File: config.mk
export PLATFORM = sky130hd
export DESIGN_NAME = lcd_bus_writer
export DESIGN_NICKNAME = d
export VERILOG_FILES = /design/src/rtl/lcd_bus_writer.sv
export SDC_FILE = /design/constraint.sdc
export NUM_CORES = 1
export LEC_CHECK = 0
export BUFFER_PORTS_ARGS = -buffer_cell sky130_fd_sc_hd__buf_4
export CAP_MARGIN = 10
export CORE_ASPECT_RATIO = 1.5
export CORE_MARGIN = 2
export CORE_UTILIZATION = 57
export DETAILED_ROUTE_END_ITERATION = 8
export PLACE_DENSITY = 0.88
export SYNTH_ARGS = -nofsm -noshare
export SYNTH_HDL_FRONTEND = slang
export SYNTH_SLANG_ARGS = --single-unit
File: constraint.sdc
create_clock -name iCLK -period 3.08 [get_ports iCLK]
set_input_delay 0.462 -clock iCLK [delete_from_list [all_inputs] [get_ports iCLK]]
set_output_delay 0.462 -clock iCLK [all_outputs]
set_load 0.01 [all_outputs]
File: src/rtl/lcd_bus_writer.sv
// HD44780 write stage: buffers {RS, byte} requests and paces LCD pins.
// Define LCD_4BIT_EN to send each byte as two nibbles on LCD_DATA[7:4].
module lcd_bus_writer #(
    parameter int FIFO_DEPTH  = 4,
    parameter int T_SETUP_CYC = 4,
    parameter int T_EN_CYC    = 16,
    parameter int T_HOLD_CYC  = 4,
    parameter int T_SHORT_CYC = 2000,
    parameter int T_LONG_CYC  = 80000
) (
    input  logic       iCLK,
    input  logic       iRST_N,
    input  logic [7:0] iDATA,
    input  logic       iRS,
    input  logic       iValid,
    output logic       oReady,
    output logic       oDone,
    output logic       oIdle,
    output logic [7:0] LCD_DATA,
    output logic       LCD_RW,
    output logic       LCD_EN,
    output logic       LCD_RS
);
    localparam int AW = $clog2(FIFO_DEPTH);
    localparam logic [AW:0] DEPTH = (AW+1)'(FIFO_DEPTH);
    localparam logic [16:0] C_SETUP = 17'(T_SETUP_CYC);
    localparam logic [16:0] C_EN    = 17'(T_EN_CYC);
    localparam logic [16:0] C_HOLD  = 17'(T_HOLD_CYC);
    localparam logic [16:0] C_SHORT = 17'(T_SHORT_CYC);
    localparam logic [16:0] C_LONG  = 17'(T_LONG_CYC);

    typedef enum logic [2:0] {
        S_IDLE, S_SETUP, S_EN_HI, S_HOLD, S_WAIT
    } state_t;

    logic [8:0]    mem_q [FIFO_DEPTH];
    logic [AW-1:0] wr_ptr_q, wr_ptr_d;
    logic [AW-1:0] rd_ptr_q, rd_ptr_d;
    logic [AW:0]   count_q, count_d;
    state_t        state_q, state_d;
    logic [16:0]   cnt_q, cnt_d;
    logic          en_q, en_d;
    logic          rs_q, rs_d;
    logic [7:0]    data_q, data_d;
    logic          done_q, done_d;
    logic [8:0]    head;
    logic          empty, full, push, pop, long_cmd;
`ifdef LCD_4BIT_EN
    logic [8:0]    cur_q, cur_d;
    logic          lo_nib_q, lo_nib_d;
`endif

    assign empty  = (count_q == '0);
    assign full   = (count_q == DEPTH);
    assign push   = iValid && !full;
    assign pop    = (state_q == S_IDLE) && !empty;
    assign head   = mem_q[rd_ptr_q];

    // Clear/home (cmd 0x01..0x03) need the long execution wait
`ifdef LCD_4BIT_EN
    assign long_cmd = !cur_q[8] && (cur_q[7:0] != 8'h00)
                      && (cur_q[7:2] == 6'h00);
`else
    assign long_cmd = !rs_q && (data_q != 8'h00)
                      && (data_q[7:2] == 6'h00);
`endif

    assign oReady   = !full;
    assign oIdle    = (state_q == S_IDLE) && empty;
    assign oDone    = done_q;
    assign LCD_DATA = data_q;
    assign LCD_RS   = rs_q;
    assign LCD_EN   = en_q;
    assign LCD_RW   = 1'b0;

    // FIFO storage needs no reset; occupancy is tracked by count_q
    always_ff @(posedge iCLK) begin
        if (push) mem_q[wr_ptr_q] <= {iRS, iDATA};
    end

    // Next-state for FIFO pointers and the pin-timing FSM
    always_comb begin
        wr_ptr_d = push ? wr_ptr_q + AW'(1) : wr_ptr_q;
        rd_ptr_d = pop  ? rd_ptr_q + AW'(1) : rd_ptr_q;
        count_d  = count_q;
        if (push && !pop)      count_d = count_q + (AW+1)'(1);
        else if (!push && pop) count_d = count_q - (AW+1)'(1);
        state_d  = state_q;
        cnt_d    = cnt_q;
        en_d     = en_q;
        rs_d     = rs_q;
        data_d   = data_q;
        done_d   = 1'b0;
`ifdef LCD_4BIT_EN
        cur_d    = cur_q;
        lo_nib_d = lo_nib_q;
`endif
        unique case (state_q)
            S_IDLE: begin
                if (!empty) begin
                    rs_d    = head[8];
`ifdef LCD_4BIT_EN
                    data_d   = {head[7:4], 4'h0};
                    cur_d    = head;
                    lo_nib_d = 1'b0;
`else
                    data_d  = head[7:0];
`endif
                    cnt_d   = C_SETUP;
                    state_d = S_SETUP;
                end
            end
            S_SETUP: begin
                if (cnt_q == 17'd1) begin
                    en_d    = 1'b1;
                    cnt_d   = C_EN;
                    state_d = S_EN_HI;
                end else begin
                    cnt_d = cnt_q - 17'd1;
                end
            end
            S_EN_HI: begin
                if (cnt_q == 17'd1) begin
                    en_d    = 1'b0;
                    cnt_d   = C_HOLD;
                    state_d = S_HOLD;
                end else begin
                    cnt_d = cnt_q - 17'd1;
                end
            end
            S_HOLD: begin
                if (cnt_q == 17'd1) begin
`ifdef LCD_4BIT_EN
                    if (!lo_nib_q) begin
                        lo_nib_d = 1'b1;
                        data_d   = {cur_q[3:0], 4'h0};
                        cnt_d    = C_SETUP;
                        state_d  = S_SETUP;
                    end else begin
                        cnt_d   = long_cmd ? C_LONG : C_SHORT;
                        state_d = S_WAIT;
                    end
`else
                    cnt_d   = long_cmd ? C_LONG : C_SHORT;
                    state_d = S_WAIT;
`endif
                end else begin
                    cnt_d = cnt_q - 17'd1;
                end
            end
            S_WAIT: begin
                if (cnt_q == 17'd1) begin
                    done_d  = 1'b1;
                    state_d = S_IDLE;
                end else begin
                    cnt_d = cnt_q - 17'd1;
                end
            end
            default: state_d = S_IDLE;
        endcase
    end

    // State registers; reset drops EN at once and flushes the FIFO
    always_ff @(posedge iCLK or negedge iRST_N) begin
        if (!iRST_N) begin
            wr_ptr_q <= '0;
            rd_ptr_q <= '0;
            count_q  <= '0;
            state_q  <= S_IDLE;
            cnt_q    <= '0;
            en_q     <= 1'b0;
            rs_q     <= 1'b0;
            data_q   <= 8'h00;
            done_q   <= 1'b0;
`ifdef LCD_4BIT_EN
            cur_q    <= 9'h000;
            lo_nib_q <= 1'b0;
`endif
        end else begin
            wr_ptr_q <= wr_ptr_d;
            rd_ptr_q <= rd_ptr_d;
            count_q  <= count_d;
            state_q  <= state_d;
            cnt_q    <= cnt_d;
            en_q     <= en_d;
            rs_q     <= rs_d;
            data_q   <= data_d;
            done_q   <= done_d;
`ifdef LCD_4BIT_EN
            cur_q    <= cur_d;
            lo_nib_q <= lo_nib_d;
`endif
        end
    end
endmodule

After elaboration in Yosys (flattened, before gate mapping)

Memory sizes are Yosys's and may differ from the RTL's. A register that Yosys moved wholly into a read port is not among the register bits.
Cells that the tools add are included.

Bitwise operators: 1
Equal/unequal tests: 12
Reduce and logical (&&, ||, !) cells: 24
Muxes and demuxes: 22
Add/sub/neg operators: 5

Operators with widths:

| cell                  | number |
|---|---|
| $mux 17               | 6 |
| $pmux 17 s5           | 1 |
| $mux 3                | 7 |
| $eq 17x1->1 const B   | 1 |
| $sub 17x1->17 const B | 1 |
| $pmux 3 s5            | 1 |
| $ne 2x2->1 const B    | 6 |
| $reduce_bool 8->1     | 1 |
| $logic_and 1x1->1     | 7 |
| $eq 3x2->1 const B    | 2 |
| $eq 3x3->1 const B    | 2 |
| $logic_not 1->1       | 6 |
| $logic_not 3->1       | 2 |
| $logic_not 6->1       | 1 |
| $mux 1                | 6 |
| $reduce_and 3->1      | 2 |
| $reduce_and 5->1      | 1 |
| $reduce_bool 5->1     | 1 |
| $add 2x1->2 const B   | 2 |
| $reduce_bool 2->1     | 2 |
| $add 3x1->3 const B   | 1 |
| $eq 3x1->1 const B    | 1 |
| $sub 3x1->3 const B   | 1 |
| $pmux 1 s2            | 1 |
| other kinds (2)       | 2 |

Register bits after elaboration: 29
Memories kept: 1
RAM bits: 36
Bits of input ports: 12
Logic and storage cells: 72
Output and inout port bits: 14

Memory list:

| name  | depth | bits a word | read ports | clocked after memory_dff | wr ports | RTL line | RTL |
|---|---|---|---|---|---|---|---|
| mem_q | 4     | 9           | 1          | 1                        | 1        | 36       | `logic [8:0] mem_q [FIFO_DEPTH];` |

Logic depth before layout (Yosys ltp)

Gate-level depths: netlist of the first run.

Word-level depth: 7
Mapped depth: 12
Gate-level depth less buffers: 9

Worst setup path before layout of the first run

Ideal clock, no wire load.

Kind: reg2reg
Start point: register count_q[0]
End point: register count_q[2]
Stages on the path, launching flop included: 10
Slack: 0.633 ns
Arrival time: 2.367 ns
Setup time: 0.079 ns
Clock period less this slack: 2.447 ns
Buffers on the path: 1
Data required time: 3.001 ns
Cells stage by stage: dfrtp_1 > or3_1 > nand2_1 > clkbuf_1 > ha_1 > inv_1 > fa_1 > xor2_1 > nor2_1 > xor2_1

Word-level cells in the longest chain between the ends: 6
Elaborated cells on any way between the ends: 15
Those cells by class: add/sub (2); eq/ne (1); mux (2); reduce/logical (10)

Ends and longest elaborated chain:

| element                                             | RTL line | RTL |
|---|---|---|
| start, declared                                     | 39       | `logic [AW:0] count_q, count_d;` |
| start signal, assigned                              | 182      | `count_q <= count_d;` |
| branches (longest 6 deep; another with $sub 3x1->3) | --       |  |

Several ways; the timed one is not identified. The select of a mux whose other input is x is not followed.
A chain may end at the register's enable or synchronous reset.

Worst setup path after layout of the first run

Start point: register state_q[1]
End point: register count_q[2]

Word-level cells in the longest chain between the ends: 5
Elaborated cells on any way between the ends: 7
Those cells by class: mux (1); reduce/logical (6)

Ends and longest elaborated chain:

| element                                            | RTL line | RTL |
|---|---|---|
| start, declared                                    | 40       | `state_t state_q, state_d;` |
| start signal, assigned                             | 183      | `state_q <= state_d;` |
| $logic_not 3->1 (*)                                | 56       | `assign pop = (state_q == S_IDLE) && !empty;` |
| $logic_and 1x1->1 (*)                              | 56       |  |
| $logic_not 1->1                                    | 86       | `if (push && !pop) count_d = count_q + (AW+1)'(1);` |
| $logic_and 1x1->1                                  | 86       |  |
| $mux 3 / $reduce_bool 2->1 (equally long branches) | --       |  |

Every way passes the cells marked *; elsewhere a longest branch is shown, timed or not.

==> results of run 1 <==
## final cells by class
type,instances,area (um^2)
Fill cell,438,2100
Sequential cell,74,2030
Multi-Input combinational cell,186,1370
Timing Repair Buffer,28,210
Clock buffer,9,124
Clock inverter,7,101
Tap cell,74,92.6
Inverter,6,22.5
## worst reg2reg max path, stage by stage (launching register included)
cell and delay [ns]:
dfrtp_1 0.51, or2_1 0.45, nor2_1 0.11, nand2_1 0.12
ha_1 0.19, inv_1 0.06, fa_1 0.37, xor2_1 0.17
nor2_1 0.13, xor2_1 0.17
## final timing paths
kind	slack, ns	startpoint	depth (start not counted)	end
max in group asynchronous	2.66	iRST_N	1	rd_ptr_q[1]
min in group iCLK	0.31	iDATA[5]	1	mem_q[0][5]
max reg2reg	0.73	state_q[1]	9	count_q[2]
max	0.73	state_q[1]	9	count_q[2]
min reg2reg	0.51	count_q[2]	1	count_q[2]
min	0.07	iRST_N	1	cnt_q[10]
## sequential cells by signal, indices dropped and copies added (netlist names)
name	flops
mem_q	36
cnt_q	17
LCD_DATA	8
count_q	3
state_q	3
rd_ptr_q	2
wr_ptr_q	2
LCD_EN	1
LCD_RS	1
oDone	1
## synth_stat cells, types with 3 or more instances
| cell | number | share of area |
|---|---|---|
| a21oi_1 | 6 | 0.0086 |
| nor4_1 | 6 | 0.011 |
| nand4_1 | 5 | 0.0089 |
| ha_1 | 7 | 0.025 |
| o21ai_0 | 20 | 0.029 |
| nand2_1 | 15 | 0.016 |
| nand3_1 | 9 | 0.013 |
| buf_2 | 6 | 0.0086 |
| mux4_2 | 9 | 0.058 |
| dfrtp_1 | 38 | 0.27 |
| a31oi_1 | 3 | 0.0054 |
| xor2_1 | 4 | 0.010 |
| clkbuf_1 | 4 | 0.0043 |
| and3_1 | 5 | 0.0089 |
| nor3_1 | 8 | 0.011 |
| edfxtp_1 | 36 | 0.31 |
| inv_1 | 6 | 0.0064 |
| or3_1 | 6 | 0.011 |
| nor2_1 | 24 | 0.026 |
| xnor2_1 | 4 | 0.010 |
| mux2_2 | 10 | 0.032 |
| o22ai_1 | 4 | 0.0072 |
| nor2b_1 | 4 | 0.0072 |
## layer usage
| metal | vias up | global-route usage | share of wire |
|---|---|---|---|
| met2 | 67 | 0.389 | 0.55 |
| met5 | - | 0 | 0 |
| met4 | 0 | 0.0831 | 0.024 |
| met3 | 12 | 0.0549 | 0.038 |
| li1 | 1097 | - | - |
| met1 | 1152 | 0.262 | 0.39 |
## where the power goes
part	internal (mW)	leakage (nW)	total, mW	switching [mW]
combinational	0.119	0.662	0.283	0.163
sequential	1.18	0.784	1.24	0.0581
clock	0.463	0.106	0.839	0.376
total	1.76	1.55	2.36	0.598
## kinds of logic (layout without fill, tap and decap cells)
family	count (synthesis)	in the layout	share of synthesized area
flops	74	74	0.581
simple gates	99	99	0.155
fa+ha+maj	8	8	0.0308
other cells	1	1	0.00107
xor+xnor	9	9	0.0247
compound gates	50	50	0.0887
mux	19	19	0.0901
buf+inv	21	50	0.0290
## per-stage QoR
step                total power [mW]  worst slack (ns)
floorplan                       1.43             0.633
global placement                1.51             0.864
detailed placement              1.55             0.770
CTS                             2.38             0.731
global route                    2.47             0.541
finish                          2.36             0.727
==> impl_metrics.toml, run 1 <==
[die]
chipWidth_um = 68.0
placementRows = 35
dieArea_mm2 = 0.00679
core_area_mm2 = 0.00604
chipHeight_um = 100
ios = 26
start_util = 0.579

[critical_path]
end_kind = "register"
cp.required_ns = 3.35
crit_buf_inv = 1
crit_path_max_incr_delay_ns = 0.51
crit_fanout = 13
startpoint_type = "register"
path_cells = "or2_1 > nor2_1 > nand2_1 > ha_1 > inv_1 > fa_1 > xor2_1 > nor2_1 > xor2_1"
crit_arrival_ns = 2.63
crit_slowest_cell = "dfrtp_1"
worstSetupPathType = "register to register"
crit_family = "simple AND/OR/NAND/NOR gates"

[place]
place.gp.congestion = 0.868
dp_cells = 368
io_buffers = 24
place_area_mm2 = 0.00372
hpwlAfterDp_um = 4910

[logic_synthesis]
synth_area_per_cell_um2 = 12.4
synthCells = 281
yosys_warnings = 0
yosysSeqAreaShare = 0.581
syn_nets = 301
synth_cell_type_count = 54
synth_seq_cells = 74
synth_edf_count = 36
syn_area_mm2 = 0.00350
async_flop_share = 0.514
ys.flop_type = "dfrtp_1"

[layout]
final_cell_mix = "dfrtp_1 (38), edfxtp_1 (36), buf_4 (28), nor2_1 (24), o21ai_0 (20)"
final_common_cell = "dfrtp_1"
fin_nets = 325
utilization = 0.653
antenna_cells = 0
area_delta_synth_final_pct = 12.8
finalInstanceArea_mm2 = 0.00395
drive_above_1_share = 0.239
final_cells = 384

[routing]
routed_wl_um = 6790
drc_errors = 0
final_antenna_net_count = 0
routedWlPerCell_um = 17.7
viasPerCell = 6.06
route.vias.total = 2328
drt-initial-drc-count = 137
drtPass1Iterations = 4

[sta]
worst_slew_pin_slew_ns = 0.658
setup_viol = 0
drv_slew = 0
max_freq_mhz = 425
finalHoldViolCount = 0
finalCritPeriodShare = 0.764
whs_ns = 0.0729
fin_worst_skew_ns = 0.00958
relSlewSlack = 0.562
rsz0062_at_grt = "no"
tns_ns = 0
finalCriticalPeriod_ns = 2.35

[global_routing]
grt_antenna_before_repair = 0
grt_max_degree = 39
grt_overflow = 0
grt_pass1_vias = 2299
grt_first_pass_wirelength_um = 11000
grt_usage = 0.224

[outcome]
status = "complete, no violations"

[clock_network]
postCtsHoldBufs = 0
numCtsBuffers = 9
worst_skew_pair.late_latency_ns = 0.35
clockRootBuffer = "clkbuf_8"
clock_path_buffers = 2
post_cts_buffers = 0
path_clk_slew_ns = 0.08
cts_tree = "built"
cts_sinks = 74
cts_resized = 0
cts_max_level = 3

[job]
maxCapViolations = 0

[pwr]
power_density_mw_per_mm2 = 597
ir_drop_uv = 715
leakage_nw = 1.55

[worst_hold_path]
hold_path.class = "input pin to async pin"
Power figures use the tool's default switching activity.
==> run 2, diff against run 1 <==
==> constraint.sdc (replaced) <==
create_clock -name iCLK -period 2.2 [get_ports iCLK]
set_input_delay 0.33 -clock iCLK [delete_from_list [all_inputs] [get_ports iCLK]]
set_output_delay 0.33 -clock iCLK [all_outputs]
set_load 0.01 [all_outputs]
==> run 2 against run 1 <==
Effect of this change: cell count is 2.6% higher; non-clock buffer count is 10 higher; die area stayed put; worst hold slack better by 0.10 ns; via count is 4.1% higher; clock power is 41% higher; critical path type is now register to output port.
==> impl_metrics.toml, run 2 (same netlist as run 1, synthesis figures left out) <==
[die]
start_util = 0.579
ios = 26
core_area_mm2 = 0.00604
chipHeight_um = 100
dieArea_mm2 = 0.00679
chipWidth_um = 68.0
placementRows = 35

[job]
maxCapViolations = 0

[global_routing]
grt_usage = 0.243
use_met2 = 0.391
grtUsageMet1 = 0.297
grt_antenna_before_repair = 0
grt.met3_usage = 0.0594
grt_overflow = 0
grt_first_pass_wirelength_um = 12100
top_usage_layer = "met2"
grt_max_degree = 39
grt_pass1_vias = 2479

[pwr]
p_comb_frac = 0.128
swShare = 0.256
p_sw_mw = 0.855
power_density_mw_per_mm2 = 817
power.share.clock = 0.354
leakage_nw = 1.57
p_int_mw = 2.48
ir_drop_uv = 865
power.share.sequential = 0.518

[routing]
routed_wl_um = 7270
drc_errors = 0
routedWlPerCell_um = 18.5
route.vias.total = 2424
drt-initial-drc-count = 229
drtPass1Iterations = 4
final_antenna_net_count = 0
viasPerCell = 6.15

[critical_path]
crit_fanout = 4
r2r_slack_ns = 0.13
end_kind = "output port"
cp.required_ns = 1.87
startpoint_type = "register"
worstSetupPathType = "register to output port"
crit_arrival_ns = 1.76

[layout]
final_common_cell = "dfrtp_1"
antenna_cells = 0
area_delta_synth_final_pct = 16.8
largest_reg_flops = 36
final_cell_mix = "dfrtp_1 (38), buf_4 (36), edfxtp_1 (36), nor2_1 (22), o21ai_0 (19)"
largest-register = "mem_q"
finalInstanceArea_mm2 = 0.00409
fin_nets = 335
filler_cell_count = 418
drive_above_1_share = 0.291

[clock_network]
path_clk_slew_ns = 0.08
cts_sinks = 74
worst_skew_pair.late_latency_ns = 0.35
clock_path_buffers = 2
cts_tree = "built"
clockRootBuffer = "clkbuf_8"
numCtsBuffers = 9
cts_max_level = 3

[outcome]
status = "complete, no violations"

[sta]
max_freq_mhz = 477
fin_ws_ns = 0.106
fin_worst_skew_ns = 0.00858
setup_viol = 0
drv_slew = 0
finalCritPeriodShare = 0.952
relSlewSlack = 0.645
finalCriticalPeriod_ns = 2.09
worst_slew_pin_slew_ns = 0.532
finalHoldViolCount = 0

[place]
hpwlAfterDp_um = 4980
place.gp.congestion = 0.919
place_area_mm2 = 0.00379
io_buffers = 24
dp_slack_ns = 0.0895

[worst_hold_path]
hold_path.class = "input pin to register"
run 2: cell count changes in the layout (fill, tap and decap cells not counted), sizes merged:
cell / before / now
buf: 28 / 37
dlygate4sd3: 0 / 1
run 2: layout make-up:
| type | instances | area [um^2] | share of cell area |
|---|---|---|---|
| Inverter | 6 | 22.5 | 0.00551 |
| Timing Repair Buffer | 38 | 292 | 0.0713 |
| Sequential cell | 74 | 2030 | 0.497 |
| Clock inverter | 7 | 101 | 0.0248 |
| Multi-Input combinational cell | 186 | 1420 | 0.348 |
| Tap cell | 74 | 92.6 | 0.0227 |
| Clock buffer | 9 | 124 | 0.0303 |
run 2: critical path, stage by stage, from the launching register on:
cell,delay (ns)
dfrtp_1,0.44
or3_4,0.41
buf_4,0.17
nor3_4,0.15
buf_6,0.13
buf_4,0.11
run 2: worst paths after layout:
kind,cells after the start,end,startpoint
max in group asynchronous,2,LCD_RS,iRST_N
setup / recovery,5,oIdle,count_q[0]
hold / removal,1,mem_q[2][7],iDATA[7]
hold reg to reg,1,count_q[2],count_q[2]
setup reg to reg,8,count_q[2],count_q[0]
min in group asynchronous,2,cnt_q[2],iRST_N
run 2: power groups by stage:
stage / Sequential, mW / Combinational (mW) / Clock (mW)
6_report: 1.73 / 0.427 / 1.18
5_1_grt: 1.75 / 0.484 / 1.25
4_1_cts: 1.73 / 0.431 / 1.19
3_5_place_dp: 1.76 / 0.424 / 0
3_3_place_gp: 1.74 / 0.395 / 0
2_1_floorplan: 1.73 / 0.281 / 0
run 2: timing repair:
item                                   in CTS  in global routing
resized for setup                           1                 12
endpoints found under the hold margin      38                  0
hold buffers                                1                  0
setup buffers                               1                  0
setup endpoints to repair                   1                 16
pin swaps                                   0                  1
run 2: layer usage:
layer | routed length (um) | vias to the layer above | share of wire
met5 | 0 | - | 0
met3 | 325 | 27 | 0.045
met1 | 2730 | 1195 | 0.37
li1 | - | 1117 | -
met4 | 301 | 0 | 0.041
met2 | 3920 | 85 | 0.54
run 2: per-stage QoR:
stage | total power, mW | utilization | TNS (ns) | hold slack, ns | instances
3_3_place_gp | 2.13 | 0.628 | 0 | 0.330 | 376
4_1_cts | 3.36 | 0.669 | 0 | 0.167 | 394
2_1_floorplan | 2.01 | - | 0 | 0.0344 | 281
5_1_grt | 3.49 | 0.676 | -0.0168 | 0.164 | 394
3_5_place_dp | 2.18 | 0.628 | 0 | 0.337 | 376
6_report | 3.34 | 0.676 | 0 | 0.176 | 394
==> run 3, diff against run 2 <==
--- a/config.mk
+++ b/config.mk
@@ -5,13 +5,16 @@
 export SDC_FILE = /design/constraint.sdc
 export NUM_CORES = 1
 export LEC_CHECK = 0
+export ABC_AREA = 1
 export BUFFER_PORTS_ARGS = -buffer_cell sky130_fd_sc_hd__buf_4
 export CAP_MARGIN = 10
+export CELL_PAD_IN_SITES_DETAIL_PLACEMENT = 0
+export CELL_PAD_IN_SITES_GLOBAL_PLACEMENT = 1
 export CORE_ASPECT_RATIO = 1.5
 export CORE_MARGIN = 2
-export CORE_UTILIZATION = 57
+export CORE_UTILIZATION = 46
 export DETAILED_ROUTE_END_ITERATION = 8
-export PLACE_DENSITY = 0.88
+export PLACE_DENSITY = 0.91
 export SYNTH_ARGS = -nofsm -noshare
 export SYNTH_HDL_FRONTEND = slang
 export SYNTH_SLANG_ARGS = --single-unit
==> run 3 against run 2 <==
Effect of this change: cell count is 35% higher; worst hold slack better by 0.013 ns; global-route usage is 5.6 points lower; critical endpoint is now count_q[1]; critical path type is now register to register; largest cell class unchanged; highest routed layer unchanged.
==> impl_metrics.toml, run 3 <==
[place]
hpwlAfterDp_um = 5290
dp_slack_ns = 0.220
io_buffers = 24
place.gp.congestion = 0.838

[logic_synthesis]
synth_top_area_cell = "edfxtp_1"
syn_area_mm2 = 0.00362
syn_nets = 411
yosys.area.top_type_share = 0.298
synth_cell_type_count = 33
yosysSeqAreaShare = 0.561
synth_area_leaders = "edfxtp_1 (30%), dfrtp_1 (26%), nor2_1 (7.5%)"
synth.top_cells.by_count = "nor2_1 (72), nand2_1 (68), dfrtp_1 (38), inv_1 (38), edfxtp_1 (36)"
synthCells = 391
ys.flop_type = "dfrtp_1"
synth_edf_count = 36
synth.most_common_cell = "nor2_1"
synth_area_per_cell_um2 = 9.26
yosys_warnings = 0
synth_seq_cells = 74
async_flop_share = 0.514

[layout]
final_common_cell = "nor2_1"
drive_above_1_share = 0.162
area_delta_synth_final_pct = 16.6
filler_cell_count = 676
largest-register = "mem_q"
fin_nets = 446
final_cell_mix = "nor2_1 (72), nand2_1 (68), dfrtp_1 (38), inv_1 (38), edfxtp_1 (36)"
antenna_cells = 0
largest_reg_flops = 36

[clock_network]
path_clk_slew_ns = 0.06
worst_skew_pair.late_latency_ns = 0.34
cts_max_level = 3
cts_sinks = 74
post_cts_buffers = 0
clockRootBuffer = "clkbuf_16"
numCtsBuffers = 9
clock_path_buffers = 2
cts_tree = "built"

[die]
core_area_mm2 = 0.00761
start_util = 0.476
ios = 26
chipHeight_um = 113
placementRows = 39
dieArea_mm2 = 0.00861
chipWidth_um = 76.5

[sta]
max_freq_mhz = 503
worst_slew_pin_slew_ns = 0.493
drv_slew = 0
relSlewSlack = 0.668
finalCriticalPeriod_ns = 1.99
setup_viol = 0
tns_ns = 0
rsz0062_at_grt = "no"
finalHoldViolCount = 0
finalCritPeriodShare = 0.904
fin_ws_ns = 0.211
fin_worst_skew_ns = 0.00830

[global_routing]
grt_pass1_vias = 2668
grt_max_degree = 39
grt_usage = 0.188
grt_overflow = 0
grt_first_pass_wirelength_um = 12300
grt_antenna_before_repair = 0

[routing]
route.vias.total = 2647
drt-initial-drc-count = 171
drc_errors = 0
drtPass1Iterations = 4
routedWlPerCell_um = 13.7
final_antenna_net_count = 0
wl_met3_um = 252
viasPerCell = 4.97
topRoutingLayerUsed = "met4"
met2_length_um = 4020
drt-met1-wl_um = 2920
routed_wl_um = 7320

[critical_path]
end_kind = "register"
reg2reg_depth = 8
crit_arrival_ns = 2.21
critPathLaunch = "count_q[0]"
timing.rr.start = "count_q[0]"
crit_fanout = 6
worstSetupPathType = "register to register"
startpoint_type = "register"
cp.required_ns = 2.43

[pwr]
power_density_mw_per_mm2 = 822
ir_drop_uv = 840
leakage_nw = 1.78

[worst_hold_path]
min_path_cells = 1
hold_path.class = "input pin to register"
hp-start = "iDATA[4]"

[job]
maxCapViolations = 0

[outcome]
status = "complete, no violations"
run 3: metal layers:
layer  vias to the layer above  GRT usage
li1                       1356          -
met1                      1236      0.202
met2                        44      0.337
met3                        11     0.0555
met4                         0     0.0848
met5                         -          0
run 3: cell type report:
cell class | count | area (um^2) | share of cell area
flip-flops and latches | 74 | 2030 | 0.481
well taps | 102 | 128 | 0.0302
inverters | 44 | 165 | 0.0391
clock inverters | 7 | 52.6 | 0.0124
multi-input cells | 265 | 1380 | 0.326
repair buffers | 32 | 243 | 0.0575
clock buffers | 9 | 225 | 0.0533
run 3: what timing repair did:
action	CTS	global route
endpoints found under the setup margin	0	1
hold buffers	1	0
resized for setup	0	1
endpoints found under the hold margin	38	0
run 3: kinds of logic after synthesis:
group                    share of synthesized area
AO/OA/AOI/OAI                               0.0805
multiplexers                               0.00311
adder cells (fa/ha/maj)                     0.0297
flip-flops                                   0.561
XOR/XNOR                                    0.0363
AND/OR/NAND/NOR                              0.228
buffers and inverters                       0.0601
other                                      0.00104
run 3: worst paths after layout:
kind                          endpoint  slack [ns]
setup / recovery            count_q[1]        0.21
hold / removal             mem_q[2][4]        0.19
setup reg to reg            count_q[1]        0.21
hold reg to reg                 LCD_EN        0.52
max in group asynchronous   count_q[0]        1.34
min in group asynchronous       LCD_EN        0.50
run 3: critical path, cell delays in order (launching register included):
cell     delay (ns)
dfrtp_1        0.44
nor2_1         0.13
nand2_1        0.07
nand2_1        0.17
inv_1          0.10
ha_1           0.20
inv_1          0.10
fa_1           0.41
mux2_2         0.26
run 3: report_power, final:
| part | internal [mW] | leakage, nW | switching (mW) |
|---|---|---|---|
| Clock | 0.768 | 0.126 | 0.586 |
| Combinational | 0.159 | 0.867 | 0.230 |
| Sequential | 1.65 | 0.784 | 0.0813 |
| Total | 2.58 | 1.78 | 0.897 |
run 3: through the flow:
step | hold slack, ns | std cells | util | instance area [um^2] | power (mW)
floorplan | 0.0344 | 391 | - | 3620 | 1.98
global placement | 0.330 | 516 | 0.516 | 3930 | 2.12
detailed placement | 0.335 | 516 | 0.516 | 3930 | 2.14
CTS | 0.178 | 533 | 0.554 | 4220 | 3.51
global route | 0.178 | 533 | 0.555 | 4220 | 3.65
finish | 0.189 | 533 | 0.555 | 4220 | 3.47
